$ cat config.mk
export PLATFORM = sky130hd
export DESIGN_NAME = phi_n_neural_processor
export DESIGN_NICKNAME = d
export VERILOG_FILES = /design/src/rtl/phi_n_neural_processor.sv
export SDC_FILE = /design/constraint.sdc
export NUM_CORES = 1
export LEC_CHECK = 0
export ABC_AREA = 1
export BUFFER_PORTS_ARGS = -buffer_cell sky130_fd_sc_hd__buf_4
export CAP_MARGIN = 25
export CORE_MARGIN = 2
export CORE_UTILIZATION = 42
export DETAILED_ROUTE_END_ITERATION = 8
export MAX_ROUTING_LAYER = met4
export PLACE_DENSITY_LB_ADDON = 0.15
export RECOVER_POWER = 25
export SETUP_SLACK_MARGIN = 0.02
export SYNTH_ARGS = -nofsm -noshare
export SYNTH_HDL_FRONTEND = slang
export SYNTH_SLANG_ARGS = --single-unit
$ cat constraint.sdc
create_clock -name clk -period 20.3 [get_ports clk]
set_input_delay 4.06 -clock clk [delete_from_list [all_inputs] [get_ports clk]]
set_output_delay 4.06 -clock clk [all_outputs]
set_load 0.01 [all_outputs]
$ cat src/rtl/phi_n_neural_processor.sv
// phi_n_neural_processor
// Fixed-point (Q4.14) theta-rhythm core. A quadrature theta oscillator is
// split into 8 octants: octants 0-3 are the encoding window and octants 4-7
// the retrieval window. These windows gate a small CA3 pattern memory, which
// learns cortical patterns from the sensory input and recalls them. A motor
// integrator follows the sensory drive plus the theta output and feeds a
// 12-bit offset-binary DAC.
//
// Optional feature macro: SR_FIELD_COUPLING_EN. When it is defined, each
// update adds sr_field_input>>>8 to the oscillator y before the octant
// decode. When it is undefined, sr_field_input is ignored.
//
// Ports:
//   clk                  system clock
//   rst                  synchronous active-high reset
//   sensory_input        signed sensory drive (WIDTH)
//   state_select         consciousness state, selects the theta step size
//   sr_field_input       signed Schumann field sample (optional coupling)
//   sr_field_packed      five packed 18-bit harmonics, reserved and ignored
//   dac_output           12-bit offset-binary DAC code
//   debug_motor_l23      motor integrator state
//   debug_theta          oscillator x
//   ca3_learning         CA3 stored a pattern on the last update
//   ca3_recalling        CA3 recalled a pattern on the last update
//   ca3_phase_pattern    CA3 active pattern
//   cortical_pattern_out thermometer-encoded sensory pattern
//   theta_phase          theta octant 0-7
module phi_n_neural_processor #(
   parameter int WIDTH    = 18,
   parameter int FRAC     = 14,
   parameter int FAST_SIM = 0
) (
   input  logic                    clk,
   input  logic                    rst,
   input  logic signed [WIDTH-1:0] sensory_input,
   input  logic        [2:0]       state_select,
   input  logic signed [WIDTH-1:0] sr_field_input,
   input  logic        [89:0]      sr_field_packed,
   output logic        [11:0]      dac_output,
   output logic signed [WIDTH-1:0] debug_motor_l23,
   output logic signed [WIDTH-1:0] debug_theta,
   output logic                    ca3_learning,
   output logic                    ca3_recalling,
   output logic        [5:0]       ca3_phase_pattern,
   output logic        [5:0]       cortical_pattern_out,
   output logic        [2:0]       theta_phase
);

   localparam int DIV = (FAST_SIM != 0) ? 10 : 31250;
   localparam int CW  = $clog2(DIV);
   // One guard bit above the full product width keeps every intermediate sum
   // exact before it is saturated back to WIDTH.
   localparam int PW  = 2 * WIDTH + 1;

   localparam logic signed [PW-1:0]    SAT_HI = PW'((2 ** (WIDTH - 1)) - 1);
   localparam logic signed [PW-1:0]    SAT_LO = PW'(-(2 ** (WIDTH - 1)));
   localparam logic signed [WIDTH-1:0] X_INIT = WIDTH'(12288);
   localparam int                      THR_STEP = 2 ** (FRAC - 3);

   logic [CW-1:0]            div_cnt;
   logic                     clk_4khz_en;
   logic signed [WIDTH-1:0]  x_reg, y_reg, m_reg;
   logic [5:0]               stored;
   logic signed [WIDTH-1:0]  eps;
   logic signed [WIDTH-1:0]  x_new, y_new, m_new;
   logic [2:0]               oct_next;
   logic [5:0]               cort_next;
   logic [11:0]              dac_next;
   logic                     ca3_encoding_window, ca3_retrieval_window;
   logic                     learn_next, recall_next;
   logic [5:0]               pat_next;
   logic                     unused_inputs;

   function automatic logic signed [WIDTH-1:0] sat_w(input logic signed [PW-1:0] v);
      if (v > SAT_HI) return SAT_HI[WIDTH-1:0];
      if (v < SAT_LO) return SAT_LO[WIDTH-1:0];
      return v[WIDTH-1:0];
   endfunction

   // Update-rate divider: the enable pulses on the last count of each
   // period, so the first update lands DIV clocks after reset release.
   assign clk_4khz_en = (div_cnt == CW'(DIV - 1));

   always_ff @(posedge clk) begin
      if (rst)              div_cnt <= '0;
      else if (clk_4khz_en) div_cnt <= '0;
      else                  div_cnt <= div_cnt + 1'b1;
   end

   // Theta step size per consciousness state.
   always_comb begin
      eps = WIDTH'(152);
      case (state_select)
         3'd1:    eps = WIDTH'(98);
         3'd2:    eps = WIDTH'(180);
         3'd3:    eps = WIDTH'(170);
         3'd4:    eps = WIDTH'(130);
         default: eps = WIDTH'(152);
      endcase
   end

   // Datapath for one update. The oscillator is symplectic Euler: y uses the
   // freshly updated x, which keeps the orbit closed instead of spiralling.
   always_comb begin : datapath
      logic signed [PW-1:0] xe, ye, me, se, epse, xne, yne, mne, xa, ya;
      logic signed [WIDTH-1:0] y_osc;
      xe   = x_reg;
      ye   = y_reg;
      me   = m_reg;
      se   = sensory_input;
      epse = eps;
      x_new = sat_w(xe - ((epse * ye) >>> FRAC));
      xne   = x_new;
      y_osc = sat_w(ye + ((epse * xne) >>> FRAC));
`ifdef SR_FIELD_COUPLING_EN
      begin
         logic signed [PW-1:0] ose, sre;
         ose = y_osc;
         sre = sr_field_input;
         y_new = sat_w(ose + (sre >>> 8));
      end
`else
      y_new = y_osc;
`endif
      yne = y_new;

      // Octant decode, counter-clockwise from the +x axis.
      xa = (xne < 0) ? -xne : xne;
      ya = (yne < 0) ? -yne : yne;
      if (xne >= 0 && yne >= 0)     oct_next = (ya < xa) ? 3'd0 : 3'd1;
      else if (xne < 0 && yne >= 0) oct_next = (ya > xa) ? 3'd2 : 3'd3;
      else if (xne < 0 && yne < 0)  oct_next = (xa > ya) ? 3'd4 : 3'd5;
      else                          oct_next = (ya > xa) ? 3'd6 : 3'd7;

      // Leaky motor integrator with a 1/16 time constant.
      m_new = sat_w(me + ((se + (xne >>> 2) - me) >>> 4));
      mne   = m_new;

      // Offset binary: inverting the sign bit maps -full..+full onto 0..4095.
      begin
         logic signed [WIDTH-1:0] s;
         s = sat_w((xne + mne) >>> 1);
         dac_next = {~s[WIDTH-1], s[WIDTH-2:WIDTH-12]};
      end

      // Thermometer code with one threshold per 1/8 step of full scale.
      for (int i = 0; i < 6; i++) begin
         cort_next[i] = (se > PW'(i * THR_STEP));
      end
   end

   // CA3 works from the registered octant and pattern, so it reacts to the
   // state of the previous update.
   always_comb begin
      ca3_encoding_window  = ~theta_phase[2];
      ca3_retrieval_window = theta_phase[2];
      learn_next  = ca3_encoding_window & (|cortical_pattern_out);
      recall_next = ca3_retrieval_window & (|stored);
      if (ca3_encoding_window) pat_next = cortical_pattern_out;
      else if (recall_next)    pat_next = stored;
      else                     pat_next = '0;
   end

   // All architectural state advances only on update-enable clocks.
   always_ff @(posedge clk) begin
      if (rst) begin
         x_reg                <= X_INIT;
         y_reg                <= '0;
         m_reg                <= '0;
         theta_phase          <= '0;
         cortical_pattern_out <= '0;
         stored               <= '0;
         ca3_learning         <= 1'b0;
         ca3_recalling        <= 1'b0;
         ca3_phase_pattern    <= '0;
         dac_output           <= 12'h800;
      end else if (clk_4khz_en) begin
         x_reg                <= x_new;
         y_reg                <= y_new;
         m_reg                <= m_new;
         theta_phase          <= oct_next;
         cortical_pattern_out <= cort_next;
         ca3_learning         <= learn_next;
         ca3_recalling        <= recall_next;
         ca3_phase_pattern    <= pat_next;
         dac_output           <= dac_next;
         if (learn_next) stored <= stored | cortical_pattern_out;
      end
   end

   assign debug_theta     = x_reg;
   assign debug_motor_l23 = m_reg;

`ifdef SR_FIELD_COUPLING_EN
   assign unused_inputs = ^sr_field_packed;
`else
   assign unused_inputs = ^{sr_field_packed, sr_field_input};
`endif

endmodule

==> Flow_metrics.wiki, run 1 <==
{| class="wikitable"
! Metric !! Value
|-
| Count of different cell masters after synthesis || 62
|-
| Required time reported for the critical path endpoint || 20.63 ns
|-
| Worst max-slew margin expressed relative to the limit || 0.561
|-
| Overall Global Routing Usage || 0.254
|-
| Biggest fanout along the worst timing path || 19
|-
| Critical path start-end classification || in -> reg
|-
| Number of buffers inserted during clock tree synthesis || 9
|-
| Final hold viol count || 0
|-
| Number of flops mapped to enable cells by yosys || 0
|-
| Setup slack of the critical path after layout || 0.688 ns
|-
| CTS clk-pin slew, worst paths || 0.08 ns
|-
| Endpoint type of the worst setup path || register
|-
| Top FF cell, synth || sky130_fd_sc_hd__dfxtp_1
|-
| Clock period minus worst slack || 19.61 ns
|-
| Unrepaired setup endpoints after global routing || true
|-
| Worst Tran Pin Value || 0.658 ns
|-
| GPL Wtd Cong || 0.946
|-
| Post-synthesis sequential area ratio || 0.109
|-
| Wire length per cell || 15.9 microns
|-
| DRC violations left || 0
|-
| Num rows || 78
|-
| Post-layout instance area || 0.0237 sq mm
|-
| Core occupancy in the finished layout || 0.525
|-
| # port buffers || 87
|-
| Insertion delay of the later-clocked pin in the worst-skew pair || 0.39 ns
|-
| Core Area || 0.0451 sq mm
|-
| Total length of routed wires || 57,200 microns
|-
| Largest delay contributor family on the critical path || adder cells
|-
| Class of the most critical hold timing path || reg -> reg
|-
| Critical path buffer and inverter count || 23
|-
| Crit-path slowest cell || sky130_fd_sc_hd__fa_1
|-
| Register bit count reported by yosys || 104
|-
| Warnings, synthesis || 0
|-
| FFs w/ async S/R, synth || 0
|-
| Kind of launch point of the worst setup path || input pin
|-
| Post-Synthesis Mean Instance Area || 7.28 sq um
|-
| Initial drt markers || 910
|-
| Leftover overflow at the end of global routing || 0
|-
| Sum of internal, switching and leakage power || 652 uW
|-
| Peak Freq || 0.0510 GHz
|-
| Fraction of layout instances using a drive strength above 1 || 0.198
|-
| Flop pwr share || 0.314
|-
| Pre-Repair DR Iteration Count || 5
|-
| Largest net degree at the start of global routing || 53
|-
| Chip height || 217 microns
|-
| Internal Dissipation || 403 uW
|-
| Via count of the first global-routing pass || 17,900
|-
| Switching share of power || 0.381
|-
| Post-Route Skew || 0.0130 ns
|-
| Die span in x || 217 microns
|-
| Result of the run || complete, no violations
|-
| Final-stage net count || 3,594
|-
| Number of top-level pins || 196
|-
| Routed Antenna Nets || 0
|-
| Worst hold margin || 0.454 ns
|-
| Level count of the clock H-tree || 3
|-
| Post-place instance area || 0.0224 sq mm
|-
| Placement-stage worst setup slack || -0.875 ns
|-
| Static leakage power || 12.6 nW
|-
| Final clock period utilization by the worst path || 0.966
|-
| Root cell of the clock tree || sky130_fd_sc_hd__clkbuf_16
|-
| Non-filler cells in the finished layout || 3,600
|-
| Via density per instance || 5.01
|-
| Comb pwr share || 0.385
|-
| Number of vias after detailed routing || 18,000
|-
| Portion of total power attributed to the clock network || 0.300
|-
| TritonCTS clock tree || done
|-
| Maximum resistive drop on vdd || 33.7 uV
|-
| NetSw || 248 uW
|-
| Area added between synthesis and finish || 24.2%
|-
| Gate Count Post-Synth || 2,615
|-
| Data arrival time of the critical path || 19.94 ns
|-
| Initial core utilization || 0.422
|-
| Dominant cell type by count on the critical path || sky130_fd_sc_hd__nand2_2
|-
| Maximum capacitance violations || 0
|-
| Half-perimeter wire length after placement || 48,300 microns
|-
| Number of inserted filler cells in the final layout || 4,463
|-
| Power density over the cells || 27.6 mW/mm^2
|-
| Antenna fix cells || 0
|-
| TritonCTS sink count || 104
|-
| Number of cells after detailed placement || 3,560
|-
| Mapped cell area || 0.0190 sq mm
|-
| Highest cell delay on the worst timing path || 0.54 ns
|-
| Total die area || 0.0470 sq mm
|-
| Global-route wire length before repair || 92,100 microns
|-
| Setup TNS || 0 ns
|-
| Max-slew violations || 0
|-
| Clock Path Buffers || 2
|-
| Number of endpoints failing setup at the final stage || 0
|-
| Initial antenna violation count || 0
|}
[Yosys cell counts, types with 5 or more instances]
| cell type | n | area (sq um) |
|---|---|---|
| sky130_fd_sc_hd__nor4_1 | 12 | 75.1 |
| sky130_fd_sc_hd__nand4_1 | 26 | 163 |
| sky130_fd_sc_hd__o21ai_0 | 112 | 561 |
| sky130_fd_sc_hd__o21ai_2 | 5 | 43.8 |
| sky130_fd_sc_hd__o21bai_1 | 10 | 75.1 |
| sky130_fd_sc_hd__inv_1 | 560 | 2100 |
| sky130_fd_sc_hd__a21o_1 | 6 | 45.0 |
| sky130_fd_sc_hd__xor2_1 | 73 | 639 |
| sky130_fd_sc_hd__xnor2_1 | 36 | 315 |
| sky130_fd_sc_hd__nand2_1 | 425 | 1600 |
| sky130_fd_sc_hd__nand2_2 | 20 | 125 |
| sky130_fd_sc_hd__or2_2 | 5 | 31.3 |
| sky130_fd_sc_hd__nor3_1 | 28 | 140 |
| sky130_fd_sc_hd__ha_1 | 259 | 3240 |
| sky130_fd_sc_hd__o21a_1 | 6 | 45.0 |
| sky130_fd_sc_hd__nand2_4 | 11 | 124 |
| sky130_fd_sc_hd__nor2_1 | 298 | 1120 |
| sky130_fd_sc_hd__a31oi_1 | 7 | 43.8 |
| sky130_fd_sc_hd__clkbuf_1 | 40 | 150 |
| sky130_fd_sc_hd__o22ai_1 | 38 | 238 |
| sky130_fd_sc_hd__dfxtp_1 | 104 | 2080 |
| sky130_fd_sc_hd__nand3_1 | 77 | 385 |
| sky130_fd_sc_hd__o31ai_1 | 9 | 67.6 |
| sky130_fd_sc_hd__fa_1 | 209 | 4180 |
| sky130_fd_sc_hd__inv_2 | 10 | 37.5 |
| sky130_fd_sc_hd__o211ai_1 | 6 | 45.0 |
| sky130_fd_sc_hd__a21oi_1 | 153 | 766 |
| sky130_fd_sc_hd__clkinv_1 | 5 | 18.8 |
[cells in the final DEF (no fill, tap or decap), types with 15 or more instances in the layout]
cell and instances:
sky130_fd_sc_hd__clkbuf_1 27, sky130_fd_sc_hd__inv_2 22, sky130_fd_sc_hd__xor2_1 71, sky130_fd_sc_hd__a21oi_1 130, sky130_fd_sc_hd__nand2_2 38, sky130_fd_sc_hd__o21ai_0 101, sky130_fd_sc_hd__dfxtp_1 104, sky130_fd_sc_hd__nand4_1 26
sky130_fd_sc_hd__nand2_4 15, sky130_fd_sc_hd__nor2_2 24, sky130_fd_sc_hd__nand2_1 403, sky130_fd_sc_hd__buf_6 15, sky130_fd_sc_hd__a21oi_2 18, sky130_fd_sc_hd__o22ai_1 38, sky130_fd_sc_hd__conb_1 40, sky130_fd_sc_hd__ha_1 241
sky130_fd_sc_hd__xnor2_1 34, sky130_fd_sc_hd__inv_1 545, sky130_fd_sc_hd__nor3_1 24, sky130_fd_sc_hd__buf_4 335, sky130_fd_sc_hd__ha_4 16, sky130_fd_sc_hd__nand3_1 69, sky130_fd_sc_hd__fa_1 204, sky130_fd_sc_hd__nor2_1 269
[logic make-up after synthesis]
family,count (synthesis),synth area share
XOR/XNOR,110,0.0510
AO/OA/AOI/OAI,377,0.113
buffers and inverters,626,0.126
other,2,0.000394
flip-flops,104,0.109
adder cells (fa/ha/maj),468,0.390
AND/OR/NAND/NOR,928,0.211
[cell type report]
class                           count  area [sq um]  share of cell area
Sequential cell                   104          2080              0.0880
Clock inverter                      7          87.6             0.00370
Clock buffer                        9           225             0.00952
Inverter                          576          2180              0.0922
Timing Repair Buffer              381          2860               0.121
Tap cell                          600           751              0.0317
Multi-Input combinational cell   1923         15500               0.654
[worst reg2reg max path, delay by kind of cell, from the launching register on]
family	cells	cell delay [ns]
flops	1	0.37
xor+xnor	5	0.83
fa+ha+maj	14	5.32
compound gates	19	2.74
simple gates	47	4.83
buf+inv	16	1.66
[power groups by stage]
stage               Combinational, mW  Clock [mW]  Sequential (mW)
floorplan                       0.150           0            0.210
global placement                0.232           0            0.210
detailed placement              0.235           0            0.210
CTS                             0.238       0.201            0.205
global route                    0.281       0.207            0.205
finish                          0.251       0.196            0.205
[per-layer routing]
layer	track usage	wire length (microns)
met1	0.332	26300
met3	0.0224	1940
met2	0.433	28200
met4	0.0463	779
met5	-	0
[path summary, 6_finish.rpt]
check	from	end	slack [ns]	depth (start not counted)
max	state_select[0]	theta_phase[0]	0.69	106
min	div_cnt[13]	div_cnt[13]	0.45	1
max reg2reg	y_reg[4]	theta_phase[0]	4.51	101
min reg2reg	div_cnt[13]	div_cnt[13]	0.45	1
[timing repair]
action                     in CTS  in global routing
hold buffers                    0                  0
setup buffers                   3                 21
setup endpoints to repair       1                  3
gates resized for setup        20                182
pin swaps                       8                120
(Power assumes the default switching activity.)
==> inputs of run 2 (changes only) <==
- CORE_MARGIN: 2 -> 1.5
==> Flow_metrics.wiki, run 2 (synthesis gave the netlist of run 1 again) <==
{| class="wikitable"
! Metric !! Value
|-
| Portion of total power attributed to the clock network || 0.299 (about the same)
|-
| Via density per instance || 4.98 (-0.52%)
|-
| Fraction of layout instances using a drive strength above 1 || 0.184 (-0.0142)
|-
| Max-slew violations || 0 (unchanged)
|-
| Final clock period utilization by the worst path || 0.973 (+0.00665)
|-
| CTS Hold Buffers Added || 0 (unchanged)
|-
| Power density over the cells || 27.4 mW/mm^2 (-0.53%)
|-
| Highest cell delay on the worst timing path || 0.56 ns (+0.02 ns)
|-
| Final-stage net count || 3,576 (-0.50%)
|-
| Num rows || 77 (-1.3%)
|-
| Initial antenna violation count || 0 (unchanged)
|-
| Post-place instance area || 0.0222 sq mm (-0.86%)
|-
| Chip height || 216 microns (-0.46%)
|-
| Most common cell after layout, fill and taps aside || sky130_fd_sc_hd__inv_1
|-
| Crit-path slowest cell || sky130_fd_sc_hd__fa_1
|-
| Maximum resistive drop on vdd || 35.9 uV (+6.5%)
|-
| Commonest non-fill, non-tap cells in the layout || sky130_fd_sc_hd__inv_1, sky130_fd_sc_hd__nand2_1, sky130_fd_sc_hd__buf_4
|-
| Dominant cell type by count on the critical path || sky130_fd_sc_hd__nand2_2
|-
| Maximum capacitance violations || 0 (unchanged)
|-
| Unrepaired setup endpoints after global routing || true
|-
| Number of vias after detailed routing || 17,800 (-1.2%)
|-
| Hold path start || dac_output[4]
|-
| Number of endpoints failing setup at the final stage || 0 (unchanged)
|-
| Via count of the first global-routing pass || 18,000 (+0.028%)
|-
| NetSw || 237 uW (-4.5%)
|-
| Core Area || 0.0445 sq mm (-1.3%)
|-
| Initial drt markers || 886 (-2.6%)
|-
| # port buffers || 87 (unchanged)
|-
| Insertion delay of the later-clocked pin in the worst-skew pair || 0.38 ns (about the same)
|-
| Critical path start-end classification || in -> reg
|-
| Routed Antenna Nets || 0 (unchanged)
|-
| Comb pwr share || 0.381 (-0.004)
|-
| Half-perimeter wire length after placement || 48,000 microns (-0.62%)
|-
| Worst hold stages || 2 (+1)
|-
| Switching share of power || 0.371 (-0.0104)
|-
| Endpoint type of the worst setup path || register
|-
| Largest delay contributor family on the critical path || adder cells
|-
| Post-layout instance area || 0.0233 sq mm (-1.3%)
|-
| GPL Wtd Cong || 0.933 (-1.3%)
|-
| Leftover overflow at the end of global routing || 0 (unchanged)
|-
| Reg-to-Reg Start || y_reg[3]
|-
| Flop pwr share || 0.320 (+0.006)
|-
| Data arrival time of the critical path || 20.07 ns (+0.13 ns)
|-
| Root cell of the clock tree || sky130_fd_sc_hd__clkbuf_16
|-
| Global-route wire length before repair || 91,600 microns (-0.49%)
|-
| Kind of launch point of the worst setup path || input pin
|-
| Number of top-level pins || 196 (unchanged)
|-
| Clock period minus worst slack || 19.75 ns (+0.135 ns)
|-
| CTS clk-pin slew, worst paths || 0.08 ns (about the same)
|-
| Overall Global Routing Usage || 0.254 (+0.000588)
|-
| Level count of the clock H-tree || 3 (unchanged)
|-
| Critical path buffer and inverter count || 23 (unchanged)
|-
| FF-to-FF End || theta_phase[0]
|-
| Antenna fix cells || 0 (unchanged)
|-
| Peak Freq || 0.0506 GHz (-0.68%)
|-
| Total length of routed wires || 56,600 microns (-1.1%)
|-
| Clock Path Buffers || 2 (unchanged)
|-
| Worst reg2reg setup slack || 4.38 ns (-0.13 ns)
|-
| Wire length per cell || 15.8 microns (-0.34%)
|-
| Class of the most critical hold timing path || reg -> reg
|-
| Biggest fanout along the worst timing path || 19 (unchanged)
|-
| DRC violations left || 0 (unchanged)
|-
| Largest net degree at the start of global routing || 50 (-5.7%)
|-
| Internal Dissipation || 402 uW (-0.23%)
|-
| Post-Route Skew || 0.0149 ns (+0.00190 ns)
|-
| Total die area || 0.0466 sq mm (-0.92%)
|-
| TritonCTS sink count || 104 (unchanged)
|-
| Worst Tran Pin Value || 1.00 ns (+0.342 ns)
|-
| Worst hold margin || 0.454 ns (-0.000251 ns)
|-
| Pre-Repair DR Iteration Count || 5 (unchanged)
|-
| Result of the run || complete, no violations
|-
| Worst max-slew margin expressed relative to the limit || 0.332 (-0.229)
|-
| Static leakage power || 12.4 nW (-0.98%)
|-
| Cell depth of the worst flop-to-flop path || 101 (unchanged)
|-
| Die span in x || 216 microns (-0.46%)
|-
| Final hold viol count || 0 (unchanged)
|-
| Initial core utilization || 0.428 (+0.00548)
|-
| Area added between synthesis and finish || 22.5%
|-
| Endpoint of the worst hold-timing path || dac_output[4]
|-
| TritonCTS clock tree || done
|-
| Number of buffers inserted during clock tree synthesis || 9 (unchanged)
|-
| Required time reported for the critical path endpoint || 20.62 ns (about the same)
|}
==> run 2: layout make-up <==
type | count | area, sq um
fill | 4425 | 21200
inverter | 576 | 2180
tap | 592 | 741
multi-input combinational | 1923 | 15300
clock inverter | 6 | 72.6
timing repair buffer | 363 | 2690
sequential | 104 | 2080
clock buffer | 10 | 239
==> run 2: power groups by stage <==
stage          combinational (mW)  clock, mW  sequential [mW]
6_report                    0.244      0.191            0.205
5_1_grt                     0.274      0.204            0.205
4_1_cts                     0.233      0.197            0.205
3_5_place_dp                0.231          0            0.210
3_3_place_gp                0.228          0            0.210
2_1_floorplan               0.150          0            0.210
==> run 2: tightest hold or removal path, cell delays in order, from the launching register on <==
cell	delay [ns]
sky130_fd_sc_hd__dfxtp_1	0.31
sky130_fd_sc_hd__nand2_1	0.06
sky130_fd_sc_hd__nand2_1	0.04
==> run 2: routing by layer <==
layer	global-route usage	part of all wire	vias up
met5	-	0	-
met2	0.421	0.48	344
met3	0.0209	0.036	74
li1	-	-	8896
met1	0.337	0.47	8501
met4	0.0600	0.023	0
==> run 2: repair_timing <==
action / 4_1_cts / 5_1_grt
hold endpoints to repair: 0 / 0
buffers inserted: 1 / 29
pin swaps: 4 / 114
cloned: 0 / 1
resized for setup: 15 / 160
endpoints found under the setup margin: 1 / 3
==> run 2: worst max-delay path by stage <==
stage | start | endpoint | slack [ns] | cells after the start
after floorplan | state_select[0] | theta_phase[0] | 0.43 | 104
after global placement | state_select[0] | theta_phase[0] | -0.51 | 110
after detailed placement | state_select[0] | theta_phase[0] | -0.64 | 110
after CTS | state_select[0] | theta_phase[0] | 0.04 | 110
after global routing | state_select[0] | theta_phase[0] | -0.50 | 111
final | state_select[0] | theta_phase[0] | 0.55 | 104
==> run 2: metrics by stage <==
stage | setup slack, ns | util | TNS (ns) | power, mW | cells
floorplan | 0.431 | - | 0 | 0.359 | 2653
global placement | -0.507 | 0.499 | -0.507 | 0.437 | 3526
detailed placement | -0.642 | 0.499 | -0.642 | 0.441 | 3527
CTS | 0.0370 | 0.508 | 0 | 0.635 | 3544
global route | -0.500 | 0.524 | -0.500 | 0.683 | 3574
finish | 0.553 | 0.524 | 0 | 0.639 | 3574
==> inputs of run 3 (changes only) <==
- GPL_TIMING_DRIVEN: not set -> 1
- PLACE_DENSITY: not set -> 0.73
- PLACE_DENSITY_LB_ADDON: 0.15 -> not set
==> Flow_metrics.wiki, run 3 (synthesis gave the netlist of run 1 again) <==
{| class="wikitable"
! Metric !! Value
|-
| Result of the run || finished with violations
|-
| Failing checks || capacitance limit, slew limit
|-
| Sequential cell area in the final layout || 0.00208 sq mm (unchanged)
|-
| Fraction of layout instances using a drive strength above 1 || 0.195 (+0.0116)
|-
| Worst Tran Pin Value || 1.77 ns (+0.768 ns)
|-
| Maximum capacitance violations || 1 (+1)
|-
| Reg-to-Reg Start || y_reg[5]
|-
| Largest net degree at the start of global routing || 50 (unchanged)
|-
| Leftover overflow at the end of global routing || 0 (unchanged)
|-
| Maximum resistive drop on vdd || 41.7 uV (+16%)
|-
| TritonCTS sink count || 104 (unchanged)
|-
| Biggest fanout along the worst timing path || 6 (-13)
|-
| Portion of total power attributed to the clock network || 0.290 (-0.009)
|-
| Via count of the first global-routing pass || 17,500 (-2.4%)
|-
| Global-route wire length before repair || 86,800 microns (-5.3%)
|-
| Static leakage power || 12.4 nW (about the same)
|-
| Hold path start || div_cnt[14]
|-
| CTS Hold Buffers Added || 0 (unchanged)
|-
| Overall Global Routing Usage || 0.238 (-0.0165)
|-
| Root cell of the clock tree || sky130_fd_sc_hd__clkbuf_16
|-
| Chip height || 216 microns (unchanged)
|-
| Dominant cell type by count on the critical path || sky130_fd_sc_hd__nand2_2
|-
| Critical path start-end classification || in -> reg
|-
| Wire length per cell || 15.3 microns (-3.5%)
|-
| DRC violations left || 0 (unchanged)
|-
| NetSw || 240 uW (+1.4%)
|-
| Area taken by multi-input logic gates || 0.0155 sq mm (+1.0%)
|-
| Total die area || 0.0466 sq mm (unchanged)
|-
| Initial antenna violation count || 0 (unchanged)
|-
| CTS clk-pin slew, worst paths || 0.09 ns (about the same)
|-
| Comb pwr share || 0.384 (+0.003)
|-
| # port buffers || 87 (unchanged)
|-
| Highest cell delay on the worst timing path || 0.54 ns (-0.02 ns)
|-
| Final clock period utilization by the worst path || 0.967 (-0.00574)
|-
| Worst max-slew margin expressed relative to the limit || -0.178 (-0.510)
|-
| Number of buffers inserted during clock tree synthesis || 9 (unchanged)
|-
| Most common cell after layout, fill and taps aside || sky130_fd_sc_hd__inv_1
|-
| Flop pwr share || 0.327 (+0.007)
|-
| Area added between synthesis and finish || 22.8%
|-
| Half-perimeter wire length after placement || 44,800 microns (-6.6%)
|-
| Num rows || 77 (unchanged)
|-
| Pre-Repair DR Iteration Count || 5 (unchanged)
|-
| Clock Path Buffers || 2 (unchanged)
|-
| Number of endpoints failing setup at the final stage || 0 (unchanged)
|-
| Cell depth of the worst flop-to-flop path || 101 (unchanged)
|-
| Endpoint of the worst hold-timing path || div_cnt[14]
|-
| Required time reported for the critical path endpoint || 20.60 ns (-0.02 ns)
|-
| Max-slew violations || 37 (+37)
|-
| Die span in x || 216 microns (unchanged)
|-
| Sum of internal, switching and leakage power || 627 uW (-1.9%)
|-
| Level count of the clock H-tree || 3 (unchanged)
|-
| Internal Dissipation || 387 uW (-3.8%)
|-
| Number of cells after detailed placement || 3,504 (-0.65%)
|-
| Unrepaired setup endpoints after global routing || true
|-
| Via density per instance || 5.02 (+0.76%)
|-
| Commonest non-fill, non-tap cells in the layout || sky130_fd_sc_hd__inv_1, sky130_fd_sc_hd__nand2_1, sky130_fd_sc_hd__buf_4
|-
| Data arrival time of the critical path || 19.93 ns (-0.14 ns)
|-
| GPL Wtd Cong || 0.945 (+1.2%)
|-
| Insertion delay of the later-clocked pin in the worst-skew pair || 0.36 ns (-0.02 ns)
|-
| TritonCTS clock tree || done
|-
| Routed Antenna Nets || 0 (unchanged)
|-
| Core Area || 0.0445 sq mm (unchanged)
|-
| Initial core utilization || 0.428 (unchanged)
|-
| FF-to-FF End || theta_phase[0]
|-
| Peak Freq || 0.0509 GHz (+0.59%)
|-
| Power density over the cells || 26.8 mW/mm^2 (-2.1%)
|-
| Kind of launch point of the worst setup path || input pin
|-
| Number of inserted filler cells in the final layout || 4,231 (-4.4%)
|-
| Endpoint type of the worst setup path || register
|-
| Clock period minus worst slack || 19.63 ns (-0.116 ns)
|-
| Class of the most critical hold timing path || reg -> reg
|-
| Worst setup path startpoint || state_select[2]
|-
| Total length of routed wires || 54,300 microns (-4.1%)
|-
| Number of vias after detailed routing || 17,800 (+0.11%)
|-
| Non-filler cells in the finished layout || 3,551 (-0.64%)
|-
| Final-stage net count || 3,553 (-0.64%)
|-
| Number of top-level pins || 196 (unchanged)
|-
| Post-Route Skew || 0.0138 ns (-0.00107 ns)
|-
| Crit-path slowest cell || sky130_fd_sc_hd__fa_1
|-
| Final hold viol count || 0 (unchanged)
|-
| Worst hold stages || 1 (-1)
|-
| Antenna fix cells || 0 (unchanged)
|-
| Initial drt markers || 1,219 (+38%)
|-
| Switching share of power || 0.383 (+0.0124)
|-
| Worst reg2reg setup slack || 4.36 ns (-0.02 ns)
|}
==> run 3: worst max path at each step <==
stage | end | slack, ns | cells after the start
floorplan | theta_phase[0] | 0.43 | 104
global placement | theta_phase[0] | -0.54 | 107
detailed placement | theta_phase[0] | -0.76 | 104
CTS | theta_phase[0] | 0.03 | 104
global route | theta_phase[0] | -0.27 | 111
finish | theta_phase[0] | 0.67 | 107
==> run 3: layout make-up <==
class / count / share of cell area
clock inverters: 7 / 0.00305
inverters: 576 / 0.0940
multi-input cells: 1923 / 0.662
repair buffers: 340 / 0.110
flip-flops and latches: 104 / 0.0891
well taps: 592 / 0.0317
clock buffers: 9 / 0.00964
==> run 3: routing by layer <==
metal	vias up	global-route usage	wire length, microns
li1	8863	-	-
met1	8361	0.312	24100
met2	485	0.377	24700
met3	126	0.0323	3090
met4	0	0.0813	2340
met5	-	-	0
==> run 3: through the flow <==
step	util	instance area [sq um]	hold slack [ns]	setup WS, ns	TNS (ns)
final	0.525	23400	0.460	0.669	0
after global routing	0.525	23400	0.480	-0.274	-0.274
after CTS	0.503	22400	0.458	0.0297	0
after detailed placement	0.495	22000	0.446	-0.763	-0.763
after global placement	0.495	22000	0.438	-0.542	-0.542
after floorplan	-	19200	0.422	0.431	0
==> run 3: critical path, delay by kind of cell <==
kind,cells,cell delay (ns)
fa+ha+maj,14,5.27
simple gates,46,4.51
compound gates,23,3.45
buf+inv,19,1.78
xor+xnor,5,0.83
==> run 3: repair_timing <==
item	4_1_cts	5_1_grt
resized for setup	14	223
endpoints found under the setup margin	1	3
buffers inserted	0	31
endpoints found under the hold margin	0	0
pin swaps	2	127
==> run 3: power groups by stage <==
stage | Clock, mW | Combinational, mW | Sequential, mW
after floorplan | 0 | 0.150 | 0.210
after global placement | 0 | 0.218 | 0.210
after detailed placement | 0 | 0.222 | 0.210
after CTS | 0.184 | 0.224 | 0.205
after global routing | 0.191 | 0.271 | 0.205
final | 0.182 | 0.241 | 0.205
